**src/rtl/cpu_types_pkg.sv**
```systemverilog
// Shared CPU types for the iterative multiplier: operation encoding,
// iteration limit, sequencer state and small decode helpers.
// The optional early-termination feature is selected with MUL_EARLY_TERM_EN.
package cpu_types_pkg;

  typedef enum logic [2:0] {
    OP_MUL   = 3'd0,
    OP_MLA   = 3'd1,
    OP_UMULL = 3'd2,
    OP_UMLAL = 3'd3,
    OP_SMULL = 3'd4,
    OP_SMLAL = 3'd5
  } mul_op_t;

  typedef enum logic [1:0] {
    ST_IDLE = 2'd0,
    ST_INIT = 2'd1,
    ST_ITER = 2'd2,
    ST_DONE = 2'd3
  } mul_state_t;

  localparam int MUL_MAX_ITER = 4;

  // Long ops report 64 bits and flag on bit 63.
  function automatic logic op_is_long(mul_op_t op);
    return (op == OP_UMULL) || (op == OP_UMLAL) ||
           (op == OP_SMULL) || (op == OP_SMLAL);
  endfunction

  // Ops whose last multiplier byte carries a sign (everything but UMULL/UMLAL).
  function automatic logic op_signed_top(mul_op_t op);
    return !((op == OP_UMULL) || (op == OP_UMLAL));
  endfunction

  // Only the signed long ops treat rm as a two's-complement value.
  function automatic logic op_rm_signed(mul_op_t op);
    return (op == OP_SMULL) || (op == OP_SMLAL);
  endfunction

  // Starting accumulator value for each op.
  function automatic logic [63:0] acc_init(mul_op_t op, logic [31:0] lo, logic [31:0] hi);
    logic [63:0] v;
    v = 64'd0;
    if (op == OP_UMLAL || op == OP_SMLAL) v = {hi, lo};
    else if (op == OP_MLA)                v = {32'd0, lo};
    return v;
  endfunction

  // Early-termination iteration count: stop once the remaining upper bytes
  // are all zeros (or all ones when the top byte is signed).
  function automatic logic [2:0] early_iters(logic [31:0] rs, logic sx);
    logic [2:0] m;
    if      (rs[31:8]  == 24'd0 || (sx && (&rs[31:8])))  m = 3'd1;
    else if (rs[31:16] == 16'd0 || (sx && (&rs[31:16]))) m = 3'd2;
    else if (rs[31:24] == 8'd0  || (sx && (&rs[31:24]))) m = 3'd3;
    else                                                 m = 3'd4;
    return m;
  endfunction

endpackage

```
**src/rtl/mul_sequencer_if.sv**
```systemverilog
// Request/result bundle of the multiply sequencer.
// Handshake: a request transfers on a rising clk edge where start=1 and
// ready=1 (and abort=0); ready is high only while idle, start without ready
// is dropped; done is a single-cycle pulse with result/flags/iterations valid.
interface mul_sequencer_if;
  import cpu_types_pkg::*;

  logic        start;
  mul_op_t     op;
  logic [31:0] rm;
  logic [31:0] rs;
  logic [31:0] acc_lo;
  logic [31:0] acc_hi;
  logic        abort;
  logic        ready;
  logic        done;
  logic [31:0] result_lo;
  logic [31:0] result_hi;
  logic        flag_n;
  logic        flag_z;
  logic [2:0]  iterations;

  modport master (
    output start, op, rm, rs, acc_lo, acc_hi, abort,
    input  ready, done, result_lo, result_hi, flag_n, flag_z, iterations
  );

  modport slave (
    input  start, op, rm, rs, acc_lo, acc_hi, abort,
    output ready, done, result_lo, result_hi, flag_n, flag_z, iterations
  );
endinterface

```
**src/rtl/mul_sequencer_partial.sv**
```systemverilog
// One partial product: 33-bit signed multiplicand times 9-bit signed
// multiplier byte, sign-extended to 64 bits. Purely combinational.
module mul_partial (
  input  logic signed [32:0] a_i,
  input  logic signed [8:0]  b_i,
  output logic        [63:0] p_o
);
  logic signed [41:0] prod;

  // Full-precision signed product, then sign extension.
  always_comb begin
    prod = a_i * b_i;
    p_o  = {{22{prod[41]}}, prod};
  end
endmodule

```
**src/rtl/mul_sequencer.sv**
```systemverilog
// Byte-serial multiply sequencer (MUL/MLA/UMULL/UMLAL/SMULL/SMLAL).
// IDLE -> INIT -> ITER x m -> DONE; one rs byte is consumed per ITER.
// Define MUL_EARLY_TERM_EN to stop once the remaining rs bytes are
// redundant; otherwise m is always MUL_MAX_ITER.
module mul_sequencer
  import cpu_types_pkg::*;
(
  input  logic             clk,
  input  logic             reset,
  mul_sequencer_if.slave   bus,
  output mul_state_t       dbg_state_o
);

  mul_state_t  state_q;
  mul_op_t     op_q;
  logic [31:0] rm_q;
  logic [31:0] rs_q;
  logic [63:0] init_q;
  logic [63:0] acc_q;
  logic [1:0]  k_q;
  logic [2:0]  m_q;
  logic        ready_q;
  logic        done_q;
  logic [31:0] res_lo_q;
  logic [31:0] res_hi_q;
  logic        n_q;
  logic        z_q;
  logic [2:0]  iter_q;

  logic        sx;
  logic        is_long;
  logic [2:0]  m_d;
  logic [5:0]  base;
  logic [32:0] rs_x;
  logic        last;
  logic [32:0] rm_ext;
  logic [8:0]  b_ext;
  logic [63:0] partial;
  logic [63:0] acc_d;

  assign sx      = op_signed_top(op_q);
  assign is_long = op_is_long(op_q);

`ifdef MUL_EARLY_TERM_EN
  assign m_d = early_iters(rs_q, sx);
`else
  assign m_d = 3'(MUL_MAX_ITER);
`endif

  // Select the current rs byte and build both partial-product operands.
  // The ninth bit of the last byte is the next rs bit up (rs[31] for the top
  // byte): with early termination the remaining bits are all equal, so this
  // is the sign of the whole remaining value and keeps results identical to
  // the full four-iteration sequence.
  always_comb begin
    base   = {1'b0, k_q, 3'b000};
    rs_x   = {rs_q[31], rs_q};
    last   = ({1'b0, k_q} == (m_q - 3'd1));
    rm_ext = {op_rm_signed(op_q) & rm_q[31], rm_q};
    b_ext  = {(sx && last) ? rs_x[base + 6'd8] : 1'b0, rs_x[base +: 8]};
    acc_d  = acc_q + (partial << base);
  end

  mul_partial u_partial (
    .a_i (rm_ext),
    .b_i (b_ext),
    .p_o (partial)
  );

  // Sequencer FSM with registered status and result outputs.
  always_ff @(posedge clk) begin
    if (reset) begin
      state_q  <= ST_IDLE;
      op_q     <= OP_MUL;
      rm_q     <= 32'd0;
      rs_q     <= 32'd0;
      init_q   <= 64'd0;
      acc_q    <= 64'd0;
      k_q      <= 2'd0;
      m_q      <= 3'd0;
      ready_q  <= 1'b1;
      done_q   <= 1'b0;
      res_lo_q <= 32'd0;
      res_hi_q <= 32'd0;
      n_q      <= 1'b0;
      z_q      <= 1'b0;
      iter_q   <= 3'd0;
    end else begin
      done_q <= 1'b0;
      case (state_q)
        ST_IDLE: begin
          if (bus.start && !bus.abort) begin
            op_q    <= bus.op;
            rm_q    <= bus.rm;
            rs_q    <= bus.rs;
            init_q  <= acc_init(bus.op, bus.acc_lo, bus.acc_hi);
            ready_q <= 1'b0;
            state_q <= ST_INIT;
          end
        end
        ST_INIT: begin
          if (bus.abort) begin
            ready_q <= 1'b1;
            state_q <= ST_IDLE;
          end else begin
            acc_q   <= init_q;
            m_q     <= m_d;
            k_q     <= 2'd0;
            state_q <= ST_ITER;
          end
        end
        ST_ITER: begin
          if (bus.abort) begin
            ready_q <= 1'b1;
            state_q <= ST_IDLE;
          end else begin
            acc_q <= acc_d;
            if (last) begin
              done_q   <= 1'b1;
              res_lo_q <= acc_d[31:0];
              res_hi_q <= is_long ? acc_d[63:32] : 32'd0;
              n_q      <= is_long ? acc_d[63] : acc_d[31];
              z_q      <= is_long ? (acc_d == 64'd0) : (acc_d[31:0] == 32'd0);
              iter_q   <= m_q;
              state_q  <= ST_DONE;
            end else begin
              k_q <= k_q + 2'd1;
            end
          end
        end
        default: begin
          ready_q <= 1'b1;
          state_q <= ST_IDLE;
        end
      endcase
    end
  end

  // An abort arriving in the DONE cycle suppresses that cycle's pulse.
  assign bus.done       = done_q & ~bus.abort;
  assign bus.ready      = ready_q;
  assign bus.result_lo  = res_lo_q;
  assign bus.result_hi  = res_hi_q;
  assign bus.flag_n     = n_q;
  assign bus.flag_z     = z_q;
  assign bus.iterations = iter_q;
  assign dbg_state_o    = state_q;

endmodule

```
**src/flat_wrapper.sv**
```systemverilog
// flat-port wrapper written by rule: the top's interface ports become plain ports
module mul_sequencer_flat import cpu_types_pkg::*;
  (clk, reset, dbg_state_o, bus_start, bus_op, bus_rm, bus_rs, bus_acc_lo, bus_acc_hi, bus_abort, bus_ready, bus_done, bus_result_lo, bus_result_hi, bus_flag_n, bus_flag_z, bus_iterations);
  mul_sequencer_if bus_i ();
  input  logic clk;
  input  logic reset;
  output mul_state_t dbg_state_o;
  input wire logic [$bits(bus_i.start)-1:0] bus_start;
  input wire logic [$bits(bus_i.op)-1:0] bus_op;
  input wire logic [$bits(bus_i.rm)-1:0] bus_rm;
  input wire logic [$bits(bus_i.rs)-1:0] bus_rs;
  input wire logic [$bits(bus_i.acc_lo)-1:0] bus_acc_lo;
  input wire logic [$bits(bus_i.acc_hi)-1:0] bus_acc_hi;
  input wire logic [$bits(bus_i.abort)-1:0] bus_abort;
  output wire logic [$bits(bus_i.ready)-1:0] bus_ready;
  output wire logic [$bits(bus_i.done)-1:0] bus_done;
  output wire logic [$bits(bus_i.result_lo)-1:0] bus_result_lo;
  output wire logic [$bits(bus_i.result_hi)-1:0] bus_result_hi;
  output wire logic [$bits(bus_i.flag_n)-1:0] bus_flag_n;
  output wire logic [$bits(bus_i.flag_z)-1:0] bus_flag_z;
  output wire logic [$bits(bus_i.iterations)-1:0] bus_iterations;
  assign bus_i.start = bus_start;
  assign bus_i.op = bus_op;
  assign bus_i.rm = bus_rm;
  assign bus_i.rs = bus_rs;
  assign bus_i.acc_lo = bus_acc_lo;
  assign bus_i.acc_hi = bus_acc_hi;
  assign bus_i.abort = bus_abort;
  assign bus_ready = bus_i.ready;
  assign bus_done = bus_i.done;
  assign bus_result_lo = bus_i.result_lo;
  assign bus_result_hi = bus_i.result_hi;
  assign bus_flag_n = bus_i.flag_n;
  assign bus_flag_z = bus_i.flag_z;
  assign bus_iterations = bus_i.iterations;
  mul_sequencer u_core (.clk(clk), .reset(reset), .bus(bus_i), .dbg_state_o(dbg_state_o));
endmodule
```
**config.mk**
```make
export PLATFORM = sky130hd
export DESIGN_NAME = mul_sequencer_flat
export DESIGN_NICKNAME = d
export VERILOG_FILES = /design/src/rtl/cpu_types_pkg.sv /design/src/rtl/mul_sequencer_if.sv /design/src/rtl/mul_sequencer_partial.sv /design/src/rtl/mul_sequencer.sv /design/src/flat_wrapper.sv
export SDC_FILE = /design/constraint.sdc
export NUM_CORES = 2
export LEC_CHECK = 0
export BUFFER_PORTS_ARGS = -buffer_cell sky130_fd_sc_hd__buf_4
export CAP_MARGIN = 20
export CORE_AREA = 3 3 231 233
export CTS_BUF_LIST = sky130_fd_sc_hd__clkbuf_8
export CTS_CLUSTER_SIZE = 16
export DETAILED_ROUTE_END_ITERATION = 7
export DIE_AREA = 0 0 234 236
export PLACE_DENSITY = 0.68
export SLEW_MARGIN = 30
export SYNTH_ARGS = -nofsm -noshare
export SYNTH_HDL_FRONTEND = slang
export SYNTH_SLANG_ARGS = --single-unit
```
**constraint.sdc**
```tcl
create_clock -name clk -period 20.7 [get_ports clk]
set_clock_uncertainty 0.05 [all_clocks]
set_input_delay 3.105 -clock clk [delete_from_list [all_inputs] [get_ports clk]]
set_output_delay 3.105 -clock clk [all_outputs]
set_load 0.02 [all_outputs]
```
==> impl_summary.log <==
[metrics] GRT Util Overall: 0.306
[metrics] final worst path period need: roughly 13 ns
[metrics] Detail Route Antenna Nets: 0
[metrics] post-layout util: 0.551
[metrics] Max Clock Freq: ~79 MHz
[metrics] DR WL/cell: 21.8 µm
[metrics] clk slew on worst S/H paths: 0.06 ns
[metrics] Min Hold Slack: 0.405 ns
[metrics] core region area: 51,400 µm²
[metrics] global placement routability congestion: between 1 and 1.5
[metrics] layout cell share with drive strength beyond 1: 0.124
[metrics] count of input and output buffers: slightly above 200
[metrics] TritonCTS buffer count: 50
[metrics] max-slew violations: 0
[metrics] later-pin clock latency in the skew report: around 0.64 ns
[metrics] result of the run: finished, violations left
[metrics] cell accounting for the most synthesized area: sky130_fd_sc_hd__dfxtp_1
[metrics] DR WL met3: just under 6000 µm
[metrics] Routed WL: about 85,000 µm
[metrics] kind of capture point of the worst setup path: flop
[metrics] Antenna diodes: 0
[metrics] clock root buffer: sky130_fd_sc_hd__clkbuf_8
[metrics] Worst VDD drop: 0.0000614 V
[metrics] total number of nets in the final design: approximately 3,700
[metrics] area added between synthesis and finish: 10.9%
[metrics] number of distinct library cells after synthesis: around 90
[metrics] number of violations reported at the end of detailed-routing iteration 0: approximately 1,900
[metrics] detailed placement HPWL: 66,300 µm
[metrics] category of the most critical setup path: reg2reg
[metrics] number of maximum-capacitance constraint violations: 0
[metrics] global-route wire length before repair: 133,000 µm
[metrics] vias after detailed routing: 23,339
[metrics] maximum root-to-sink buffer count: 3
[metrics] buffers inserted by post-CTS timing repair: 0
[metrics] Max H-tree Level: 2
[metrics] Post-Syn Area per Cell: a little over 8 µm²
[metrics] effective utilization at floorplan: 0.497
[metrics] leakage component of the power: roughly 13 nW
[metrics] vias per cell: around 6
[metrics] critical path launch point type: flop
[metrics] DRC violation count after routing: 1
[metrics] Total Die Area: around 55,000 µm²
[metrics] primary flip-flop cell chosen by synthesis mapping: sky130_fd_sc_hd__dfxtp_1
[metrics] top area cells in the synthesized netlist: sky130_fd_sc_hd__dfxtp_1, sky130_fd_sc_hd__fa_1, sky130_fd_sc_hd__ha_1
[metrics] Post-CTS Hold Buffers: 0
[metrics] highest cell delay on the worst timing path: roughly 0.97 ns
[metrics] clock net sink count: around 270
[metrics] count of endpoints failing setup in the final report: 0
[metrics] unrepaired setup endpoints after global routing: false
[metrics] number of primary I/O pins: between 200 and 250
[metrics] CTS tree: yes
[metrics] GR Overflow Total: 0
[metrics] Post-synth EDFFs: 0
[metrics] Max Used Layer: met4
[metrics] Die X-Extent: between 200 and 250 µm
[metrics] Critical Path Most Common Cell: sky130_fd_sc_hd__fa_1
[metrics] worst path arrival time: ~13 ns
[metrics] Post-Place Cell Area: approximately 27,000 µm²
[metrics] routed length on met1: 36,600 µm
[metrics] post-route cell area: 28,300 µm²
[metrics] number of instances resized during post-cts repair: 0
[metrics] final setup TNS: 0 ns
[metrics] worst-margin pin slew: roughly 1.1 ns
[metrics] violated checks: DRC
[metrics] number of endpoints with negative hold slack in the final report: 0
[metrics] total power after layout: 1.55 mW
[metrics] worst hold path class: reg2reg
[metrics] met2 WL: about 40,000 µm
[metrics] instance count of the mapped netlist: approximately 3,100
[metrics] share of async-settable or async-resettable flops after synthesis: 0
[metrics] pin count of the biggest net entering global routing: 104
[metrics] share of the synthesized area in the top cell type: 0.210
[metrics] number of antenna violations at the first check in global routing: 0
[metrics] Rel. slew slack: 0.229
[metrics] via count of the first global-routing pass: around 23,000
[metrics] Vert. Die Dim: around 240 µm
[metrics] power density relative to cell area: roughly 55 nW/µm²
[metrics] number of standard-cell rows in the floorplan: 83
[metrics] slowest CP cell: sky130_fd_sc_hd__a2111oi_0
[metrics] synthesized area: ~26,000 µm²
[metrics] post-route clock period utilization: 0.615
[metrics] first-pass iteration count of the detailed router: 8
[metrics] #FFs+latches synth: around 270
[metrics] required time at the worst-slack endpoint: 21.22 ns
[metrics] Filler Cell Count: around 4,800
[metrics] yosys warns: 0
[metrics] sequential element share of the synthesized area: 0.210
[metrics] worst-path fanout max: 42
## cells in the final DEF, fill, tap and decap left out, types with 44 or more instances in the layout
cell type | netlist | layout
sky130_fd_sc_hd__a21o_1 | 44 | 44
sky130_fd_sc_hd__a21oi_1 | 297 | 297
sky130_fd_sc_hd__a22oi_1 | 91 | 91
sky130_fd_sc_hd__and2_1 | 178 | 178
sky130_fd_sc_hd__buf_4 | 2 | 223
sky130_fd_sc_hd__clkbuf_8 | 0 | 60
sky130_fd_sc_hd__dfxtp_1 | 268 | 266
sky130_fd_sc_hd__fa_1 | 240 | 240
sky130_fd_sc_hd__ha_1 | 155 | 154
sky130_fd_sc_hd__inv_1 | 255 | 265
sky130_fd_sc_hd__nand2_1 | 391 | 391
sky130_fd_sc_hd__nor2_1 | 300 | 299
sky130_fd_sc_hd__o21ai_0 | 89 | 89
sky130_fd_sc_hd__o221a_2 | 51 | 51
sky130_fd_sc_hd__xnor2_1 | 57 | 57
## cells by family after synthesis
logic type / count (synthesis) / synth area share
AO/OA/AOI/OAI: 759 / 0.198
flip-flops: 268 / 0.210
other: 1 / 0.000147
multiplexers: 54 / 0.0254
XOR/XNOR: 91 / 0.0312
adder cells (fa/ha/maj): 395 / 0.264
AND/OR/NAND/NOR: 1089 / 0.201
buffers and inverters: 473 / 0.0705
## Yosys cell counts, drive strengths merged, types with 34 or more instances
cell and count:
xnor2 57, xor2 34, nand2 391, mux2i 40, a21oi 299, and2 179, a22oi 91, inv 257
o21ai 93, dfxtp 268, nor3b 39, buf 51, ha 155, a21o 44, nor2 301, o221a 51
fa 240, clkbuf 164
## per-stage QoR
step	std cells	worst slack, ns
3_3_place_gp	3822	8.77
6_report	3908	7.97
2_1_floorplan	3131	10.43
3_5_place_dp	3822	8.46
5_1_grt	3908	7.59
4_1_cts	3908	8.39
## power by group
part	internal [mW]	switching [mW]
registers	0.550	0.0404
logic	0.154	0.282
clock network	0.277	0.244
total	0.981	0.566
## critical path, delay by kind of cell (launching register included)
family / cells / cell delay (ns)
xor+xnor: 1 / 0.16
mux: 2 / 1.13
compound gates: 9 / 3.02
simple gates: 13 / 3.81
fa+ha+maj: 7 / 3.28
buf+inv: 4 / 0.23
flops: 1 / 0.92
## registers in the layout, summed over array words and instances, names as in the netlist
| register | flops |
|---|---|
| u_core.k_q | 2 |
| u_core.acc_q | 64 |
| u_core.bus.flag_z | 1 |
| u_core.done_q | 1 |
| u_core.bus.result_hi | 32 |
| u_core.bus.result_lo | 32 |
| u_core.rs_q | 32 |
| u_core.rm_q | 32 |
| u_core.bus.flag_n | 1 |
| u_core.dbg_state_o | 2 |
| u_core.m_q | 1 |
| u_core.op_q | 2 |
| u_core.bus.iterations | 1 |
| u_core.init_q | 64 |
| u_core.bus.ready | 1 |
## worst paths after layout
check                                from                        endpoint  slack (ns)  cells past startpoint
max            u_core.k_q[0]$_SDFFE_PP0P_  u_core.bus.flag_z$_SDFFE_PP0P_        7.97                     36
min          u_core.rs_q[16]$_SDFFE_PP0P_    u_core.rs_q[16]$_SDFFE_PP0P_        0.41                      2
max reg2reg    u_core.k_q[0]$_SDFFE_PP0P_  u_core.bus.flag_z$_SDFFE_PP0P_        7.97                     36
min reg2reg  u_core.rs_q[16]$_SDFFE_PP0P_    u_core.rs_q[16]$_SDFFE_PP0P_        0.41                      2
## metal layers
metal,vias to the layer above,track usage
li1,10753,-
met1,11518,0.414
met2,910,0.505
met3,158,0.0489
met4,0,0.0922
met5,-,0
## final cells by class
class                   instances  area (µm²)  share of cell area
clock buffers                  60         826              0.0292
clock inverters                26         179             0.00632
inverters                     258         968              0.0342
multi-input cells            2390       18400               0.651
flip-flops and latches        268        5370               0.189
well taps                     680         851              0.0300
repair buffers                226        1710              0.0603
No activity file was read; power rests on OpenSTA's default activity.
